<file path="src/rtl/pipe_ctrl.sv">
// Pipeline sequencing controller: merges load-use, branch, divider and data-memory stalls
// into per-stage write-enables/flushes. Optional stall counter under PIPE_CTRL_PERF_EN.
module pipe_ctrl #(
    parameter int MEM_TIMEOUT = 16
) (
    input  logic        clk,
    input  logic        rst_n,
    input  logic        lu_stall,
    input  logic        branch_taken,
    input  logic        div_start,
    input  logic        div_done,
    input  logic        dmem_req,
    input  logic        dmem_ack,
    output logic        pc_write,
    output logic        if_id_write,
    output logic        id_ex_write,
    output logic        ex_mem_write,
    output logic        mem_wb_write,
    output logic        if_id_flush,
    output logic        id_ex_flush,
    output logic        ex_mem_flush,
    output logic        mem_wb_flush,
    output logic        mem_err
`ifdef PIPE_CTRL_PERF_EN
    ,
    output logic [31:0] stall_cnt
`endif
);

    localparam int WCNT_W = $clog2(MEM_TIMEOUT + 1);
    localparam logic [WCNT_W-1:0] TIMEOUT_V = WCNT_W'(MEM_TIMEOUT);

    typedef enum logic [1:0] {
        RUN      = 2'd0,
        DIV_WAIT = 2'd1,
        MEM_WAIT = 2'd2
    } state_t;

    state_t            state, state_nxt;
    logic [WCNT_W-1:0] wait_cnt, wait_cnt_nxt;
    logic              div_pend, div_pend_nxt;
    logic              div_done_q, div_done_q_nxt;

    logic mem_stall;
    logic div_stall;
    logic mem_timeout;
    logic mem_exit;

    // Hazard classification for the current cycle
    always_comb begin
        mem_stall   = 1'b0;
        div_stall   = 1'b0;
        mem_timeout = 1'b0;
        mem_exit    = 1'b0;
        unique case (state)
            RUN: begin
                mem_stall = dmem_req & ~dmem_ack;
                div_stall = div_start & ~div_done;
            end
            DIV_WAIT: begin
                mem_stall = dmem_req & ~dmem_ack;
                div_stall = ~div_done;
            end
            MEM_WAIT: begin
                mem_stall   = ~dmem_ack & (wait_cnt < TIMEOUT_V);
                mem_timeout = ~dmem_ack & (wait_cnt == TIMEOUT_V);
                mem_exit    = dmem_ack | mem_timeout;
            end
            default: ;
        endcase
    end

    // Stage enables: first matching rule wins, reset forces bubbles everywhere
    always_comb begin
        pc_write     = 1'b1;
        if_id_write  = 1'b1;
        id_ex_write  = 1'b1;
        ex_mem_write = 1'b1;
        mem_wb_write = 1'b1;
        if_id_flush  = 1'b0;
        id_ex_flush  = 1'b0;
        ex_mem_flush = 1'b0;
        mem_wb_flush = 1'b0;
        mem_err      = 1'b0;
        if (!rst_n) begin
            pc_write     = 1'b0;
            if_id_write  = 1'b0;
            id_ex_write  = 1'b0;
            ex_mem_write = 1'b0;
            mem_wb_write = 1'b0;
            if_id_flush  = 1'b1;
            id_ex_flush  = 1'b1;
            ex_mem_flush = 1'b1;
            mem_wb_flush = 1'b1;
        end else begin
            mem_err = mem_timeout;
            if (mem_stall) begin
                pc_write     = 1'b0;
                if_id_write  = 1'b0;
                id_ex_write  = 1'b0;
                ex_mem_write = 1'b0;
                mem_wb_write = 1'b0;
                mem_wb_flush = 1'b1;
            end else if (div_stall) begin
                pc_write     = 1'b0;
                if_id_write  = 1'b0;
                id_ex_write  = 1'b0;
                ex_mem_flush = 1'b1;
            end else if (branch_taken) begin
                if_id_flush = 1'b1;
                id_ex_flush = 1'b1;
            end else if (lu_stall) begin
                pc_write    = 1'b0;
                if_id_write = 1'b0;
                id_ex_flush = 1'b1;
            end
        end
    end

    // Next-state and wait bookkeeping
    always_comb begin
        state_nxt      = state;
        wait_cnt_nxt   = wait_cnt;
        div_pend_nxt   = div_pend;
        div_done_q_nxt = div_done_q;
        unique case (state)
            RUN: begin
                if (mem_stall) begin
                    state_nxt    = MEM_WAIT;
                    wait_cnt_nxt = WCNT_W'(1);
                    div_pend_nxt = div_start & ~div_done;
                end else if (div_stall) begin
                    state_nxt = DIV_WAIT;
                end
            end
            DIV_WAIT: begin
                if (mem_stall) begin
                    state_nxt      = MEM_WAIT;
                    wait_cnt_nxt   = WCNT_W'(1);
                    div_pend_nxt   = 1'b1;
                    // a completion coinciding with the memory stall must not be lost
                    div_done_q_nxt = div_done;
                end else if (div_done) begin
                    state_nxt = RUN;
                end
            end
            MEM_WAIT: begin
                if (mem_exit) begin
                    state_nxt      = (div_pend & ~div_done_q & ~div_done) ? DIV_WAIT : RUN;
                    wait_cnt_nxt   = '0;
                    div_pend_nxt   = 1'b0;
                    div_done_q_nxt = 1'b0;
                end else begin
                    wait_cnt_nxt = wait_cnt + WCNT_W'(1);
                    if (div_done) begin
                        div_done_q_nxt = 1'b1;
                    end
                end
            end
            default: state_nxt = RUN;
        endcase
    end

    always_ff @(posedge clk) begin
        if (!rst_n) begin
            state      <= RUN;
            wait_cnt   <= '0;
            div_pend   <= 1'b0;
            div_done_q <= 1'b0;
        end else begin
            state      <= state_nxt;
            wait_cnt   <= wait_cnt_nxt;
            div_pend   <= div_pend_nxt;
            div_done_q <= div_done_q_nxt;
        end
    end

`ifdef PIPE_CTRL_PERF_EN
    function automatic logic [31:0] sat_inc(input logic [31:0] v);
        return (v == 32'hFFFF_FFFF) ? v : v + 32'd1;
    endfunction

    // Counts every cycle in which the front end is held
    always_ff @(posedge clk) begin
        if (!rst_n) begin
            stall_cnt <= '0;
        end else if (!pc_write) begin
            stall_cnt <= sat_inc(stall_cnt);
        end
    end
`endif

endmodule

</file>
<file path="config.mk">
export PLATFORM = sky130hd
export DESIGN_NAME = pipe_ctrl
export DESIGN_NICKNAME = d
export VERILOG_FILES = /design/src/rtl/pipe_ctrl.sv
export SDC_FILE = /design/constraint.sdc
export NUM_CORES = 1
export LEC_CHECK = 0
export ABC_AREA = 1
export CAP_MARGIN = 15
export CORE_MARGIN = 10
export CORE_UTILIZATION = 44
export DETAILED_ROUTE_END_ITERATION = 6
export PLACE_DENSITY = 0.74
export SLEW_MARGIN = 20
export SYNTH_ARGS = -nofsm -noshare
export SYNTH_HDL_FRONTEND = slang
export SYNTH_SLANG_ARGS = --single-unit
</file>
<file path="constraint.sdc">
create_clock -name clk -period 1.33 [get_ports clk]
set_input_delay 0.133 -clock clk [delete_from_list [all_inputs] [get_ports clk]]
set_output_delay 0.133 -clock clk [all_outputs]
set_load 0.02 [all_outputs]
</file>
### Yosys cells after proc, flatten, opt, wreduce, memory -nomap -nowiden

Cells that the tools add are included.
Widths: inputs -> output; s select.

| storage, ports and cells | value |
|---|---|
| flip-flop bits (word level) | 9 |
| bits of input ports | 8 |

| operators by class | value |
|---|---|
| add/subtract/negate cells | 1 |
| magnitude comparators | 1 |
| equality and inequality tests | 10 |
| multiplexer cells | 47 |
| bitwise gates (word level) | 10 |
| reductions and logical operators | 9 |

Operators by type and width:

| kind | number |
|---|---|
| $mux 1 | 34 |
| $mux 2 | 5 |
| $mux 5 | 2 |
| $pmux 5 s2 | 1 |
| $ne 3x3->1 const B | 3 |
| $and 1x1->1 | 6 |
| $ne 2x2->1 const B | 3 |
| $pmux 1 s2 | 3 |
| $pmux 2 s3 | 1 |
| $reduce_and 3->1 | 2 |
| $add 5x1->5 const B | 1 |
| $eq 5x5->1 const B | 1 |
| $lt 5x5->1 const B | 1 |
| $reduce_and 4->1 | 1 |
| $reduce_bool 2->1 | 2 |
| $not 1->1 | 3 |
| $pmux 1 s3 | 1 |
| $reduce_bool 3->1 | 1 |
| $eq 2x1->1 const B | 1 |
| $eq 2x2->1 const B | 1 |
| $logic_not 2->1 | 1 |
| $ne 2x1->1 const B | 1 |
| $reduce_and 2->1 | 1 |
| $reduce_or 2->1 | 1 |
| $or 1x1->1 | 1 |

### Logic depth before layout (Yosys ltp)

Gate-level depths: netlist (run 1).

| logic depth | value |
|---|---|
| depth after elaboration | 6 |
| mapped depth | 11 |
| depth with buffers taken out | 11 |

### Least setup slack after synthesis (run 1)

Ideal clock, no wire load.

| timing path | value |
|---|---|
| kind | reg2out |
| start | register state[0] |
| end | output pc_write |
| arrival | 1.870 ns |
| slack | -0.673 ns |
| cell stages (with the launch flop) | 10 |
| buffers on the path | 1 |
| cell sequence | dfxtp_1 > inv_1 > ha_1 > inv_2 > nand2_4 > nand3_4 > nand2_1 > nor2_2 > o21a_1 > buf_4 |

| on the way | value |
|---|---|
| cells in the longest elaborated chain, start to end | 5 |
| elaborated cells between the ends (all ways) | 9 |
| classes of those cells | 2 x eq/ne; 5 x mux; 2 x reduce/logical |

Ends and longest elaborated chain:

| element | RTL line | text |
|---|---|---|
| from (decl) | 39 | `state_t state, state_nxt;` |
| from (signal assigned) | 171 | `state <= state_nxt;` |
| $eq 2x1->1 / $logic_not 2->1 (equally long branches) | 55 | `unique case (state)` |
| $pmux 1 s2 / $reduce_or 2->1 (equally long branches) | - |  |
| $mux 1 / $pmux 1 s2 (equally long branches) | - |  |
| $mux 1 (*) (2 in a row) | - |  |
| to (decl) | 14 | `output logic pc_write,` |

Mark *: on every way between the ends. The rest lies on a longest branch, timed or not.

### Final worst setup path (run 1)

| timing path | value |
|---|---|
| start | register state[0] |
| end | output id_ex_flush |

| on the way | value |
|---|---|
| cells in the longest elaborated chain, start to end | 5 |
| elaborated cells between the ends (all ways) | 9 |
| classes of those cells | 2 x eq/ne; 5 x mux; 2 x reduce/logical |

Ends and longest elaborated chain:

| element | RTL line | text |
|---|---|---|
| $eq 2x1->1 / $logic_not 2->1 (equally long branches) | 55 |  |
| $pmux 1 s2 / $reduce_or 2->1 (equally long branches) | - |  |
| $mux 1 / $pmux 1 s2 (equally long branches) | 104, 55 |  |
| $mux 1 (*) | 97 | `if (mem_stall) begin` |
| $mux 1 (*) | 85 | `if (!rst_n) begin` |
| to (decl) | 20 | `output logic id_ex_flush,` |

Marked as above.

==> results.md, run 1 <==
- Unique masters post-synth: 22
- Worst setup slack before clock tree synthesis: -644 ps
- Largest net degree at the start of global routing: 9
- Placeable Area: 1730 um2
- Routability congestion estimate from global placement: 0.770
- Share of flip-flops with an asynchronous set or reset after synthesis: 0%
- Final total power: 2.55 mW
- Clock latency reported for the late side of the worst-skew pair: 270 ps
- Antenna violations before repair: 0
- Layout cell share with drive strength beyond 1: between 50% and 60%
- Max-Cap Viols: 0
- Ports placed on the boundary: 18
- Remaining antenna violation count after routing: 0
- Area overhead of the layout relative to synthesis: 75.3%
- First-pass iteration count of the detailed router: 4
- Initial core utilization: 46.0%
- Synthesized area divided by synthesized cell count: ~6.5 um2
- Highest achievable clock rate: just under 0.6 GHz
- Topmost layer with routed signal wires: met4
- Category of the worst setup path launch point: flip-flop
- Count of unresolved DRC violations after routing: 0
- Critical path type: flip-flop to output pin
- Leading post-synthesis cells by instance count: sky130_fd_sc_hd__nand2_1 (33), sky130_fd_sc_hd__inv_1 (22), sky130_fd_sc_hd__nand3_1 (11)
- Total detailed-routing wirelength: 2830 um
- Layout Nets: around 190
- DIE AREA: 3910 um2
- Synth area leader: sky130_fd_sc_hd__dfxtp_1
- Setup clock skew after layout: slightly above 5 ps
- CTS buffer count: 3
- Met2 routed WL: ~1400 um
- Clock slew at the register clock pins of the worst setup and hold paths: 70 ps
- Smallest hold slack: between 400 and 500 ps
- Warning count from the yosys run: 0
- Die Ht: 62.5 um
- Synth top area cells: sky130_fd_sc_hd__dfxtp_1 (23%), sky130_fd_sc_hd__nand2_1 (16%), sky130_fd_sc_hd__inv_1 (10%)
- Transition time of the tightest slew-check pin: 288 ps
- Total leakage power: 0.655 nW
- Global router's overall resource usage: 12.7%
- Portion of synthesized cell area occupied by the leading cell type: 22.7%
- Antenna cells: 0
- Data arrival, critical path: 1560 ps
- Final setup viols: 19
- Number of rows created at floorplan: 15
- Number of enable flip-flop cells after synthesis: 0
- Count of buffers from port buffering: 17
- Clock net sink count: 9
- Time the worst path needs with I/O delays and setup: 1690 ps
- Post-DR wirelength/cell: 14.3 um
- Total instance count after detailed placement: 188
- HPWL Detailed: 1900 um
- Post-synthesis instance area: 795 um2
- H-tree depth: 1
- Clock tree from TritonCTS: built
- Synthesis-stage register bit count: 9
- Ratio of routed vias to standard cells: a little over 5
- Master cell of the clock root buffer: sky130_fd_sc_hd__clkbuf_4
- Die W: 62.5 um
- Run status: finished with violations
- Post-Layout Cell Count: around 200
- Synthesized netlist cell count: 123
- Cell area power density: about 1800 nW/um2
- Vias: 995
- Maximum buffer depth of the clock tree: 2
- Worst VDD drop: ~1.4 mV
- Final core utilization: around 81%
- Slew Limit Fails: 0
- Required arrival time at the worst endpoint: roughly 1200 ps
- Amount of wire on met3 after detailed routing: 213 um
- Sequential share of the synthesized area: 22.7%
- Relative slew slack: roughly four fifths
- Post-Route M1 WL: 1160 um
- Fin crit share: 127%
- Violated checks: negative setup slack
- Most used standard cell by instance count after synthesis: sky130_fd_sc_hd__nand2_1
- Vias in the first global route: 893
- Global-route wire length before repair: 4130 um
- Critical Path Fanout Max: 4
- Synthesized net count: 137
- 1st-iter DRT viols: just over 50
- Hold crit path type: flip-flop to flip-flop
- Hold violation total from the final report: 0
- Post-synth top flop: sky130_fd_sc_hd__dfxtp_1
- Type of element capturing the critical path: output pin
- GR Overflow Total: 0
- RSZ-0062 raised after global routing: yes
- Crit path setup slack, layout: -360 ps
[power breakdown]
| group | internal (mW) | switching, mW | total [mW] |
|---|---|---|---|
| Clock | 0.112 | 0.115 | 0.226 |
| Sequential | 0.365 | 0.0684 | 0.434 |
| Combinational | 0.843 | 1.05 | 1.89 |
[timing repair]
action                                  4_1_cts  5_1_grt
hold buffers                                  0        0
gates resized for setup                      88        5
endpoints found under the setup margin       19       19
pin swaps                                    10        2
buffers inserted                              2        5
[worst max-delay path, stage by stage (launching register included)]
cell and delay, ps:
sky130_fd_sc_hd__dfxtp_4 370, sky130_fd_sc_hd__inv_4 60, sky130_fd_sc_hd__ha_2 180, sky130_fd_sc_hd__inv_2 60, sky130_fd_sc_hd__o21ai_4 170, sky130_fd_sc_hd__inv_1 100, sky130_fd_sc_hd__nand3_1 90, sky130_fd_sc_hd__nand3_1 90
sky130_fd_sc_hd__buf_4 160
[per-stage QoR]
| step | TNS (ps) | instance area, um2 |
|---|---|---|
| finish | -4470 | 1390 |
| global placement | -6830 | 1210 |
| global route | -5890 | 1390 |
| floorplan | -632 | 838 |
| CTS | -3360 | 1340 |
| detailed placement | -7410 | 1210 |
[layout make-up]
| cell class | instances | area [um2] |
|---|---|---|
| fill | 116 | 334 |
| inverter | 23 | 91.3 |
| sequential | 9 | 189 |
| timing repair buffer | 48 | 393 |
| clock buffer | 3 | 22.5 |
| multi-input combinational | 88 | 661 |
| tap | 25 | 31.3 |
| clock inverter | 1 | 5.00 |
[layout by cell type (no fill, tap or decap), types with 2 or more instances in the layout]
master	count
sky130_fd_sc_hd__a21oi_1	6
sky130_fd_sc_hd__a21oi_2	2
sky130_fd_sc_hd__buf_2	3
sky130_fd_sc_hd__buf_4	32
sky130_fd_sc_hd__buf_6	6
sky130_fd_sc_hd__clkbuf_4	3
sky130_fd_sc_hd__clkdlybuf4s50_1	7
sky130_fd_sc_hd__dfxtp_1	6
sky130_fd_sc_hd__dfxtp_4	2
sky130_fd_sc_hd__ha_1	2
sky130_fd_sc_hd__ha_2	3
sky130_fd_sc_hd__inv_1	15
sky130_fd_sc_hd__inv_2	6
sky130_fd_sc_hd__inv_4	2
sky130_fd_sc_hd__nand2_1	25
sky130_fd_sc_hd__nand2_2	6
sky130_fd_sc_hd__nand2_4	7
sky130_fd_sc_hd__nand3_1	8
sky130_fd_sc_hd__nand3_2	2
sky130_fd_sc_hd__nand3_4	2
sky130_fd_sc_hd__nand4_1	2
sky130_fd_sc_hd__nor2_1	6
sky130_fd_sc_hd__nor2_4	2
sky130_fd_sc_hd__nor3_1	2
sky130_fd_sc_hd__o21ai_0	2
sky130_fd_sc_hd__o21ai_2	2
[kinds of logic after synthesis]
family	synth area share (%)
DFF	22.7
and+or+nand+nor	45.0
buffers and inverters	13.7
AOI/OAI and AO/OA	9.13
adders and majority gates	9.45
[sequential cells by signal, indices dropped and copies added, names as in the netlist]
| signal | cells |
|---|---|
| state | 2 |
| div_pend | 1 |
| div_done_q | 1 |
| wait_cnt | 5 |
[routing by layer]
| layer | GRT usage, % | vias up |
|---|---|---|
| met4 | 3.91 | 0 |
| met2 | 21.3 | 45 |
| met1 | 14.2 | 459 |
| met5 | 0 | - |
| li1 | - | 485 |
| met3 | 5.38 | 6 |
[worst paths after layout]
check / startpoint / end / slack, ps / depth (start not counted)
max: state[0] / id_ex_flush / -360 / 8
min: div_pend / div_pend / 470 / 2
max reg2reg: state[0] / state[0] / -220 / 11
min reg2reg: div_pend / div_pend / 470 / 2
(Power assumes the default switching activity.)
==> run 2: changes to the inputs <==
- CORE_MARGIN: 10 -> 1.5
- GPL_ROUTABILITY_DRIVEN: not set -> 0
- SLEW_MARGIN: 20 -> not set
==> run 2 against run 1 <==
Net effect: the flow still finishes with violations (negative setup slack); utilization increased by 3.9 points; wire length rose by 28%; via count up 13%; global-route usage grew 12 points; largest power group unchanged.
==> results.md, run 2 (synthesized netlist as in run 1, its figures left out) <==
- Leading cell types in the layout, fill and taps excluded: sky130_fd_sc_hd__buf_4 (32), sky130_fd_sc_hd__nand2_1 (25), sky130_fd_sc_hd__inv_1 (11) (was sky130_fd_sc_hd__buf_4 (32), sky130_fd_sc_hd__nand2_1 (25), sky130_fd_sc_hd__inv_1 (15))
- H-tree depth: 1 (unchanged)
- Highest achievable clock rate: 0.597 GHz (was 0.592 GHz)
- Largest registers: wait_cnt: 5 flops, state: 2 flops (unchanged)
- Switching pwr: 1.45 mW (was 1.23 mW)
- Global router's overall resource usage: 24.8% (was 12.7%)
- Violated checks: negative setup slack (unchanged)
- Clock slew at the register clock pins of the worst setup and hold paths: 70 ps (about the same)
- Flip-flop count of the largest register after layout: 5 (unchanged)
- DIE AREA: 2070 um2 (was 3910 um2)
- Initial core utilization: 46.5% (was 46.0%)
- Layout cell share with drive strength beyond 1: 54.6% (was 52.3%)
- Die Ht: 45.5 um (was 62.5 um)
- Internal power component: 1.48 mW (was 1.32 mW)
- Area overhead of the layout relative to synthesis: 81.7% (was 75.3%)
- Reg-to-reg critical path startpoint: state[1] (was state[0])
- Data arrival, critical path: 1540 ps (was 1560 ps)
- GR Overflow Total: 0 (unchanged)
- R2R depth: 10 (was 11)
- Master cell of the clock root buffer: sky130_fd_sc_hd__clkbuf_4 (unchanged)
- Fin crit share: 126% (was 127%)
- Category of the worst setup path launch point: flip-flop (unchanged)
- Type of element capturing the critical path: output pin (unchanged)
- Layout Nets: 189 (was 187)
- Worst setup slack before clock tree synthesis: -606 ps (was -644 ps)
- Critical Path Fanout Max: 2 (was 4)
- Count of unresolved DRC violations after routing: 0 (unchanged)
- Crit path setup slack, layout: -345 ps (was -360 ps)
- Sequential standard cell area: 190 um2 (was 189 um2)
- Max-Cap Viols: 0 (unchanged)
- Post-DR wirelength/cell: 18.1 um (was 14.3 um)
- Run status: finished with violations (unchanged)
- Fraction of power consumed by sequential logic: 15.5% (was 17.0%)
- Smallest hold slack: 469 ps (was 471 ps)
- Setup clock skew after layout: 8.34 ps (was 5.09 ps)
- Time the worst path needs with I/O delays and setup: 1670 ps (was 1690 ps)
- Global-route wire length before repair: 3720 um (was 4130 um)
- Relative slew slack: 80.4% (was 80.7%)
- Total leakage power: 0.662 nW (was 0.655 nW)
- Portion of total power attributed to the clock network: 7.3% (was 8.9%)
- Antenna cells: 0 (unchanged)
- Maximum buffer depth of the clock tree: 2 (unchanged)
- RSZ-0062 raised after global routing: yes (unchanged)
- Clock latency reported for the late side of the worst-skew pair: 260 ps (was 270 ps)
- Share of power burned in combinational logic: 77.2% (was 74.1%)
- Largest net degree at the start of global routing: 9 (unchanged)
- Fill cells: 85 (was 116)
- Largest register by flop count: wait_cnt (unchanged)
- Switching part of the total: 49.6% (was 48.3%)
- Placeable Area: 1710 um2 (was 1730 um2)
- Ports placed on the boundary: 18 (unchanged)
- CP Launch Point: wait_cnt[0] (was state[0])
- Die W: 45.5 um (was 62.5 um)
- HPWL Detailed: 1640 um (was 1900 um)
- Setup slack on the worst flop-to-flop path: -260 ps (was -220 ps)
- Slew Limit Fails: 0 (unchanged)
- Vias: 1129 (was 995)
- Ratio of routed vias to standard cells: 5.67 (was 5.05)
- Hold crit path type: flip-flop to flip-flop (unchanged)
- Clock net sink count: 9 (unchanged)
- First-pass iteration count of the detailed router: 4 (unchanged)
- End of the worst register-to-register path: state[0] (unchanged)
- Cell area power density: 2030 nW/um2 (was 1830 nW/um2)
- Number of rows created at floorplan: 15 (unchanged)
- Required arrival time at the worst endpoint: 1200 ps (about the same)
- Count of buffers from port buffering: 17 (unchanged)
- Most common cell after layout, fill and taps aside: sky130_fd_sc_hd__buf_4 (unchanged)
- Clock tree from TritonCTS: built (unchanged)
- Remaining antenna violation count after routing: 0 (unchanged)
- Total detailed-routing wirelength: 3610 um (was 2830 um)
- Number of hold-repair buffers added at the cts stage: 0 (unchanged)
- Capture point of the worst path: mem_err (was id_ex_flush)
- Critical path type: flip-flop to output pin (unchanged)
- Transition time of the tightest slew-check pin: 291 ps (was 288 ps)
- CTS buffer count: 3 (unchanged)
- 1st-iter DRT viols: 59 (was 51)
- Footprint of the multi-input gates: 671 um2 (was 661 um2)
- Final setup viols: 19 (unchanged)
- Vias in the first global route: 921 (was 893)
- Worst VDD drop: 1.33 mV (was 1.35 mV)
- Hold violation total from the final report: 0 (unchanged)
- Antenna violations before repair: 0 (unchanged)
run 2: layer usage:
layer	wire (um)	GRT usage, %	vias to the layer above
met4	236	8.24	0
met1	1260	26.3	519
met3	296	1.19	32
li1	-	-	487
met2	1820	50.1	91
met5	0	0	-
run 2: worst min path at each step:
stage                     cells after the start  slack, ps        to      from
after floorplan                               1        360   mem_err  dmem_ack
after global placement                        2        450  div_pend  div_pend
after detailed placement                      2        460  div_pend  div_pend
after CTS                                     2        470  div_pend  div_pend
after global routing                          2        490  div_pend  div_pend
final                                         2        470  div_pend  div_pend
run 2: metrics by stage:
step | area (um2) | cells | power [mW] | TNS [ps] | utilization (%)
2_1_floorplan | 838 | 123 | 1.34 | -632 | -
3_3_place_gp | 1200 | 187 | 1.87 | -6870 | 70.3
3_5_place_dp | 1200 | 187 | 1.90 | -7450 | 70.3
4_1_cts | 1380 | 199 | 2.49 | -2990 | 80.9
5_1_grt | 1440 | 199 | 3.10 | -5690 | 84.5
6_report | 1440 | 199 | 2.93 | -4590 | 84.5
run 2: area by class of cell:
cell class	count	share of cell area [%]
Timing Repair Buffer	50	29.2
Inverter	23	7.19
Tap cell	25	2.17
Sequential cell	9	13.2
Clock buffer	4	1.82
Multi-Input combinational cell	88	46.4
run 2: worst max-delay path, stage by stage, from the launching register on:
cell                      delay, ps
sky130_fd_sc_hd__dfxtp_2        330
sky130_fd_sc_hd__inv_2           50
sky130_fd_sc_hd__ha_2           160
sky130_fd_sc_hd__nand2_1         70
sky130_fd_sc_hd__inv_2           70
sky130_fd_sc_hd__nand2_2         60
sky130_fd_sc_hd__nor4_2         300
sky130_fd_sc_hd__buf_2          230
run 2: what timing repair did:
action,CTS,global route
gates cloned,0,0
buffers inserted,8,0
resized for setup,91,16
endpoints found under the setup margin,19,19
pin swaps,15,6
endpoints found under the hold margin,0,0
run 2: power groups by stage:
| stage | combinational, mW | clock [mW] | sequential [mW] |
|---|---|---|---|
| after floorplan | 0.930 | 0 | 0.407 |
| after global placement | 1.47 | 0 | 0.408 |
| after detailed placement | 1.49 | 0 | 0.413 |
| after CTS | 1.83 | 0.216 | 0.440 |
| after global routing | 2.42 | 0.226 | 0.458 |
| final | 2.26 | 0.215 | 0.453 |
